### config.mk
export PLATFORM = sky130hd
export DESIGN_NAME = udp_frag_reassemble
export DESIGN_NICKNAME = d
export VERILOG_FILES = /design/src/rtl/udp_frag_reassemble.sv
export SDC_FILE = /design/constraint.sdc
export NUM_CORES = 1
export LEC_CHECK = 0
export CAP_MARGIN = 0
export CORE_ASPECT_RATIO = 2
export CORE_UTILIZATION = 25
export DETAILED_ROUTE_END_ITERATION = 16
export MAX_ROUTING_LAYER = met4
export PLACE_DENSITY_LB_ADDON = 0.25
export SLEW_MARGIN = 20
export SYNTH_ARGS = -nofsm -noshare
export SYNTH_HDL_FRONTEND = slang
export SYNTH_SLANG_ARGS = --single-unit
### constraint.sdc
create_clock -name clk -period 3.7 [get_ports clk]
set_input_delay 0.74 -clock clk [delete_from_list [all_inputs] [get_ports clk]]
set_output_delay 0.74 -clock clk [all_outputs]
set_load 0.02 [all_outputs]
### src/rtl/udp_frag_reassemble.sv
// Rebuilds UDP payload frames from headered sub-frames; each byte waits in H until its successor or a last mark arrives.
// Backpressure: s_tready drops only when H must move into a blocked output register or a blocked length slot.
module udp_frag_reassemble #(
    parameter int NMAX = 1024
) (
    input  logic        clk,
    input  logic        reset,
    input  logic        s_tvalid,
    output logic        s_tready,
    input  logic [7:0]  s_tdata,
    input  logic        s_tlast,
    output logic        m_tvalid,
    input  logic        m_tready,
    output logic [7:0]  m_tdata,
    output logic        m_tlast,
    output logic        m_tuser,
    output logic        length_tvalid,
    input  logic        length_tready,
    output logic [15:0] length_tdata,
    output logic [15:0] drop_count
);

    localparam int SCW = $clog2(NMAX);
    localparam logic [SCW-1:0] SC_LAST = SCW'(NMAX - 1);

    typedef enum logic [2:0] {
        IDLE,
        FIRST_SEQ,
        BODY,
        CONT_SRC,
        CONT_SEQ,
        DISCARD
    } state_t;

    state_t r_state;
    state_t w_state_nxt;

    logic           r_h_vld;
    logic           r_h_last;
    logic           r_h_user;
    logic [7:0]     r_h_dat;
    logic           r_o_vld;
    logic           r_o_last;
    logic           r_o_user;
    logic [7:0]     r_o_dat;
    logic           r_len_vld;
    logic [15:0]    r_len_dat;
    logic [15:0]    r_drop;
    logic [SCW-1:0] r_sc;
    logic [15:0]    r_fc;
    logic [7:0]     r_exp_seq;
    logic [7:0]     r_src;

    logic w_o_free;
    logic w_len_free;
    logic w_h_pend;
    logic w_h_flush;
    logic w_fwd_state;
    logic w_s_rdy;
    logic w_acc;
    logic w_h_to_o;

    logic w_push;
    logic w_push_last;
    logic w_abort;
    logic w_drop_h;
    logic w_drop_inc;
    logic w_start;
    logic w_seq_init;
    logic w_seq_inc;

    assign w_o_free    = !r_o_vld || m_tready;
    assign w_len_free  = !r_len_vld || length_tready;
    assign w_h_pend    = r_h_vld && r_h_last;
    assign w_h_flush   = w_h_pend && w_o_free && w_len_free;
    assign w_fwd_state = (r_state == BODY) || (r_state == FIRST_SEQ);
    // A closed byte waiting in H must leave before anything else is taken.
    assign w_s_rdy     = w_h_pend ? w_h_flush : (!(r_h_vld && w_fwd_state) || w_o_free);
    assign w_acc       = s_tvalid && w_s_rdy;
    assign w_h_to_o    = w_h_flush || (w_push && r_h_vld && !r_h_last);

    assign s_tready      = w_s_rdy;
    assign m_tvalid      = r_o_vld;
    assign m_tdata       = r_o_dat;
    assign m_tlast       = r_o_last;
    assign m_tuser       = r_o_user;
    assign length_tvalid = r_len_vld;
    assign length_tdata  = r_len_dat;
    assign drop_count    = r_drop;

    always_ff @(posedge clk or posedge reset) begin
        if (reset) begin
            r_state <= IDLE;
        end else begin
            r_state <= w_state_nxt;
        end
    end

    always_comb begin
        w_state_nxt = r_state;
        w_push      = 1'b0;
        w_push_last = 1'b0;
        w_abort     = 1'b0;
        w_drop_h    = 1'b0;
        w_drop_inc  = 1'b0;
        w_start     = 1'b0;
        w_seq_init  = 1'b0;
        w_seq_inc   = 1'b0;
        if (w_acc) begin
            case (r_state)
                IDLE: begin
                    if (s_tlast) begin
                        w_drop_inc = 1'b1;
                    end else begin
                        w_start     = 1'b1;
                        w_push      = 1'b1;
                        w_state_nxt = FIRST_SEQ;
                    end
                end
                FIRST_SEQ: begin
                    if (s_tdata == 8'd0) begin
                        w_push = 1'b1;
                        if (s_tlast) begin
                            w_push_last = 1'b1;
                            w_state_nxt = IDLE;
                        end else begin
                            w_seq_init  = 1'b1;
                            w_state_nxt = BODY;
                        end
                    end else begin
                        w_drop_h    = 1'b1;
                        w_drop_inc  = 1'b1;
                        w_state_nxt = s_tlast ? IDLE : DISCARD;
                    end
                end
                BODY: begin
                    if (r_fc == 16'hFFFF) begin
                        w_abort     = 1'b1;
                        w_drop_inc  = 1'b1;
                        w_state_nxt = s_tlast ? IDLE : DISCARD;
                    end else begin
                        w_push = 1'b1;
                        if (r_sc == SC_LAST) begin
                            w_state_nxt = CONT_SRC;
                        end else if (s_tlast) begin
                            w_push_last = 1'b1;
                            w_state_nxt = IDLE;
                        end
                    end
                end
                CONT_SRC: begin
                    if (s_tdata != r_src || s_tlast) begin
                        w_abort     = 1'b1;
                        w_drop_inc  = 1'b1;
                        w_state_nxt = s_tlast ? IDLE : DISCARD;
                    end else begin
                        w_state_nxt = CONT_SEQ;
                    end
                end
                CONT_SEQ: begin
                    if (s_tdata != r_exp_seq || s_tlast) begin
                        w_abort     = 1'b1;
                        w_drop_inc  = 1'b1;
                        w_state_nxt = s_tlast ? IDLE : DISCARD;
                    end else begin
                        w_seq_inc   = 1'b1;
                        w_state_nxt = BODY;
                    end
                end
                DISCARD: begin
                    if (s_tlast) begin
                        w_state_nxt = IDLE;
                    end
                end
                default: w_state_nxt = IDLE;
            endcase
        end
    end

    always_ff @(posedge clk or posedge reset) begin
        if (reset) begin
            r_h_vld   <= 1'b0;
            r_h_last  <= 1'b0;
            r_h_user  <= 1'b0;
            r_h_dat   <= 8'd0;
            r_o_vld   <= 1'b0;
            r_o_last  <= 1'b0;
            r_o_user  <= 1'b0;
            r_o_dat   <= 8'd0;
            r_len_vld <= 1'b0;
            r_len_dat <= 16'd0;
            r_drop    <= 16'd0;
            r_sc      <= '0;
            r_fc      <= 16'd0;
            r_exp_seq <= 8'd0;
            r_src     <= 8'd0;
        end else begin
            if (w_push) begin
                r_h_vld  <= 1'b1;
                r_h_dat  <= s_tdata;
                r_h_last <= w_push_last;
                r_h_user <= 1'b0;
            end else if (w_abort) begin
                r_h_last <= 1'b1;
                r_h_user <= 1'b1;
            end else if (w_drop_h || w_h_flush) begin
                r_h_vld  <= 1'b0;
                r_h_last <= 1'b0;
                r_h_user <= 1'b0;
            end

            if (w_h_to_o) begin
                r_o_vld  <= 1'b1;
                r_o_dat  <= r_h_dat;
                r_o_last <= r_h_last;
                r_o_user <= r_h_user;
            end else if (m_tready) begin
                r_o_vld  <= 1'b0;
                r_o_last <= 1'b0;
                r_o_user <= 1'b0;
            end

            // fc is stable while a closed byte waits, so it is the frame length here.
            if (w_h_flush) begin
                r_len_vld <= 1'b1;
                r_len_dat <= r_fc;
            end else if (length_tready) begin
                r_len_vld <= 1'b0;
            end

            if (w_drop_inc) begin
                r_drop <= r_drop + 16'd1;
            end

            if (w_acc) begin
                if (s_tlast || r_sc == SC_LAST) begin
                    r_sc <= '0;
                end else begin
                    r_sc <= r_sc + 1'b1;
                end
            end

            if (w_start) begin
                r_fc  <= 16'd1;
                r_src <= s_tdata;
            end else if (w_push) begin
                r_fc <= r_fc + 16'd1;
            end

            if (w_seq_init) begin
                r_exp_seq <= 8'd1;
            end else if (w_seq_inc) begin
                r_exp_seq <= r_exp_seq + 8'd1;
            end
        end
    end

endmodule

==> flow_metrics.tcl <==
set metrics [dict create \
    min_path_type "reg2reg" \
    dieArea_um2 21100 \
    period_needed_ns 3.28 \
    fin_ws_ns 0.423 \
    endpoint_kind "output pin" \
    htree_levels 3 \
    dr_total_vias 3894 \
    cts_sinks 100 \
    finalSetupViolations 0 \
    core-area_um2 19900 \
    finalInstanceArea_um2 6390 \
    crit_path_start "m_tready" \
    die_w_um 103 \
    worstSetupStartpointType "primary input" \
    crit_fanout 4 \
    n_antenna_cell 0 \
    syn_avg_cell_area_um2 10.6 \
    clock_latency_ns 0.36 \
    yosys-mux-area-fraction 0.0855 \
    tightest_slew_ns 0.610 \
    synth_top_family_by_area "simple AND/OR/NAND/NOR gates" \
    die_h_um 204 \
    cellLeakagePower_nw 2.71 \
    grt_pass1_wl_mm 21.0 \
    syn_area_um2 5110 \
    synth_top_area_frac 0.490 \
    synth_ff_type "dfrtp_1" \
    place_inst 805 \
    grt_pass1_vias 4180 \
    drt_iter0_markers 140 \
    drc_errors 0 \
    layout_common_cells "dfrtp_1, clkdlybuf4s50_1, nand2_1" \
    placed_area_um2 6080 \
    synth-edff-count 0 \
    status "completed" \
    fin_nets 572 \
    ir_drop_v 0.000342 \
    ys_ff_latch 100 \
    routabilityCongestion 0.813 \
    synth_fa_ha_area_frac 0.00979 \
    period_share 0.886 \
    portBuffers 58 \
    ctsResizeCount 0 \
    total_power_mw 4.15 \
    wl_mm 12.6 \
    gr-total-overflow 0 \
    timing.rr.start "r_state[1]$_DFFE_PP0P_" \
    syn_inst 483 \
    pin_count 59 \
    cts_tree "done" \
    fin_tns_setup_ns 0 \
    synth_compound_area_frac 0.0977 \
    post_cts_buffers 0 \
    numCtsBuffers 9 \
    antenna_found_initial 0 \
    initial_utilization 0.257 \
    max-clock-path-buffers 2 \
    mostFrequentLayoutCell "dfrtp_1" \
    postCtsHoldBufs 0 \
    arrival_ns 2.54 \
    ys_warn_count 0 \
    synth-xor-area-share 0.0737 \
    synthSimpleGateAreaFrac 0.220 \
    max_freq_mhz 305 \
    yosysSeqAreaShare 0.490 \
    place_hpwl_mm 9.26 \
    timing.final.max_slew_violations 0 \
    clockRootBuffer "clkbuf_16" \
    synthTopCellsByArea "dfrtp_1, mux2_2, xnor2_1" \
    gr-usage-all-layers 0.135 \
    vias_per_cell 4.74 \
    worstSetupPathType "in2out" \
    slew-limit-headroom 0.594 \
    power.density_nw_per_um2 649 \
    clock_skew_ns 0.0158 \
    firstDrtPassIters 4 \
    ant_nets 0 \
    crit_end "s_tready" \
    routedWlPerCell_um 15.3 \
    ff2ff_path_depth 6 \
    r2r-end "drop_count[13]$_DFFE_PP0P_" \
    drive_gt1_frac 0.159 \
    finalHoldViolCount 0 \
    cp_data_required_time_ns 2.96 \
    stdcell_count 821 \
    syn-num-nets 501 \
    rsz0062_at_grt "no" \
    area_growth_pct 25.0 \
    yosys.cell_types.count 62 \
    pre_cts_ws_ns 0.383 \
    r2r_slack_ns 1.12 \
    synthArstFlopShare 1.00 \
    clk_pin_slew_ns 0.07 \
    drv_cap 0 \
    grt_start_max_net_pins 87 \
    fp-row-count 73 \
    yosys.area.top_type "dfrtp_1" \
]
-- kinds of logic after synthesis --
family / Yosys count
AND/OR/NAND/NOR: 205
multiplexers: 36
XOR/XNOR: 43
AO/OA/AOI/OAI: 71
flip-flops: 100
buffers and inverters: 24
adder cells (fa/ha/maj): 4
-- how the worst min path moves through the flow --
| stage | slack, ns | cells after the start | to | startpoint |
|---|---|---|---|---|
| floorplan | 0.45 | 1 | r_sc[8]$_DFFE_PP0P_ | r_sc[8]$_DFFE_PP0P_ |
| global placement | 0.47 | 1 | drop_count[15]$_DFFE_PP0P_ | drop_count[15]$_DFFE_PP0P_ |
| detailed placement | 0.47 | 1 | drop_count[15]$_DFFE_PP0P_ | drop_count[15]$_DFFE_PP0P_ |
| CTS | 0.48 | 1 | drop_count[15]$_DFFE_PP0P_ | drop_count[15]$_DFFE_PP0P_ |
| global route | 0.52 | 1 | drop_count[14]$_DFFE_PP0P_ | drop_count[14]$_DFFE_PP0P_ |
| finish | 0.47 | 1 | drop_count[15]$_DFFE_PP0P_ | drop_count[15]$_DFFE_PP0P_ |
-- cell type report --
cell class / count / area [um^2]
Timing Repair Buffer: 77 / 736
Multi-Input combinational cell: 359 / 2490
Fill cell: 2150 / 13500
Clock buffer: 9 / 225
Sequential cell: 100 / 2500
Clock inverter: 7 / 80.1
Inverter: 7 / 28.8
Tap cell: 262 / 328
-- per-layer routing --
metal,track usage,share of wire
met1,0.136,0.37
met4,0.0780,0.037
met3,0.0157,0.016
met5,-,0
met2,0.243,0.58
-- cell usage after synthesis, drive strengths merged, types with 2 or more instances --
cell type  number
dfrtp         100
nand2          58
mux2           34
nor2           34
nand3          28
xnor2          28
o21ai          23
nand4          22
xor2           15
a21oi          13
and3           13
buf            11
nor3           11
inv             7
nor4            7
clkbuf          6
nand2b          6
o31ai           6
a21o            5
ha              4
nor2b           4
or3             4
or4             4
a31oi           3
and2            3
a2111oi         2
a211oi          2
a22o            2
a311oi          2
a31o            2
and4            2
mux2i           2
nor4b           2
o21a            2
or2             2
or3b            2
-- state kept, by name, indices dropped and copies added, names as in the netlist --
signal / count
drop_count: 16
length_tdata: 16
length_tvalid: 1
m_tdata: 8
m_tlast: 1
m_tuser: 1
m_tvalid: 1
r_exp_seq: 8
r_fc: 16
r_h_dat: 8
r_h_last: 1
r_h_user: 1
r_h_vld: 1
r_sc: 10
r_src: 8
r_state: 3
-- stage by stage --
step,utilization,hold slack [ns]
global route,0.321,0.516
CTS,0.321,0.484
floorplan,-,0.445
global placement,0.305,0.467
finish,0.321,0.474
detailed placement,0.305,0.470
-- worst max-delay path, cell delays in order --
cell,delay [ns]
clkdlybuf4s50_1,0.45
nand4bb_1,0.30
nor3_1,0.38
nor2_1,0.10
clkdlybuf4s50_1,0.56
-- power breakdown --
part | switching (mW) | total (mW) | internal [mW]
registers | 0.294 | 1.68 | 1.38
logic | 0.753 | 1.49 | 0.734
clock network | 0.447 | 0.982 | 0.534
total | 1.49 | 4.15 | 2.65
No activity file was read; power rests on OpenSTA's default activity.
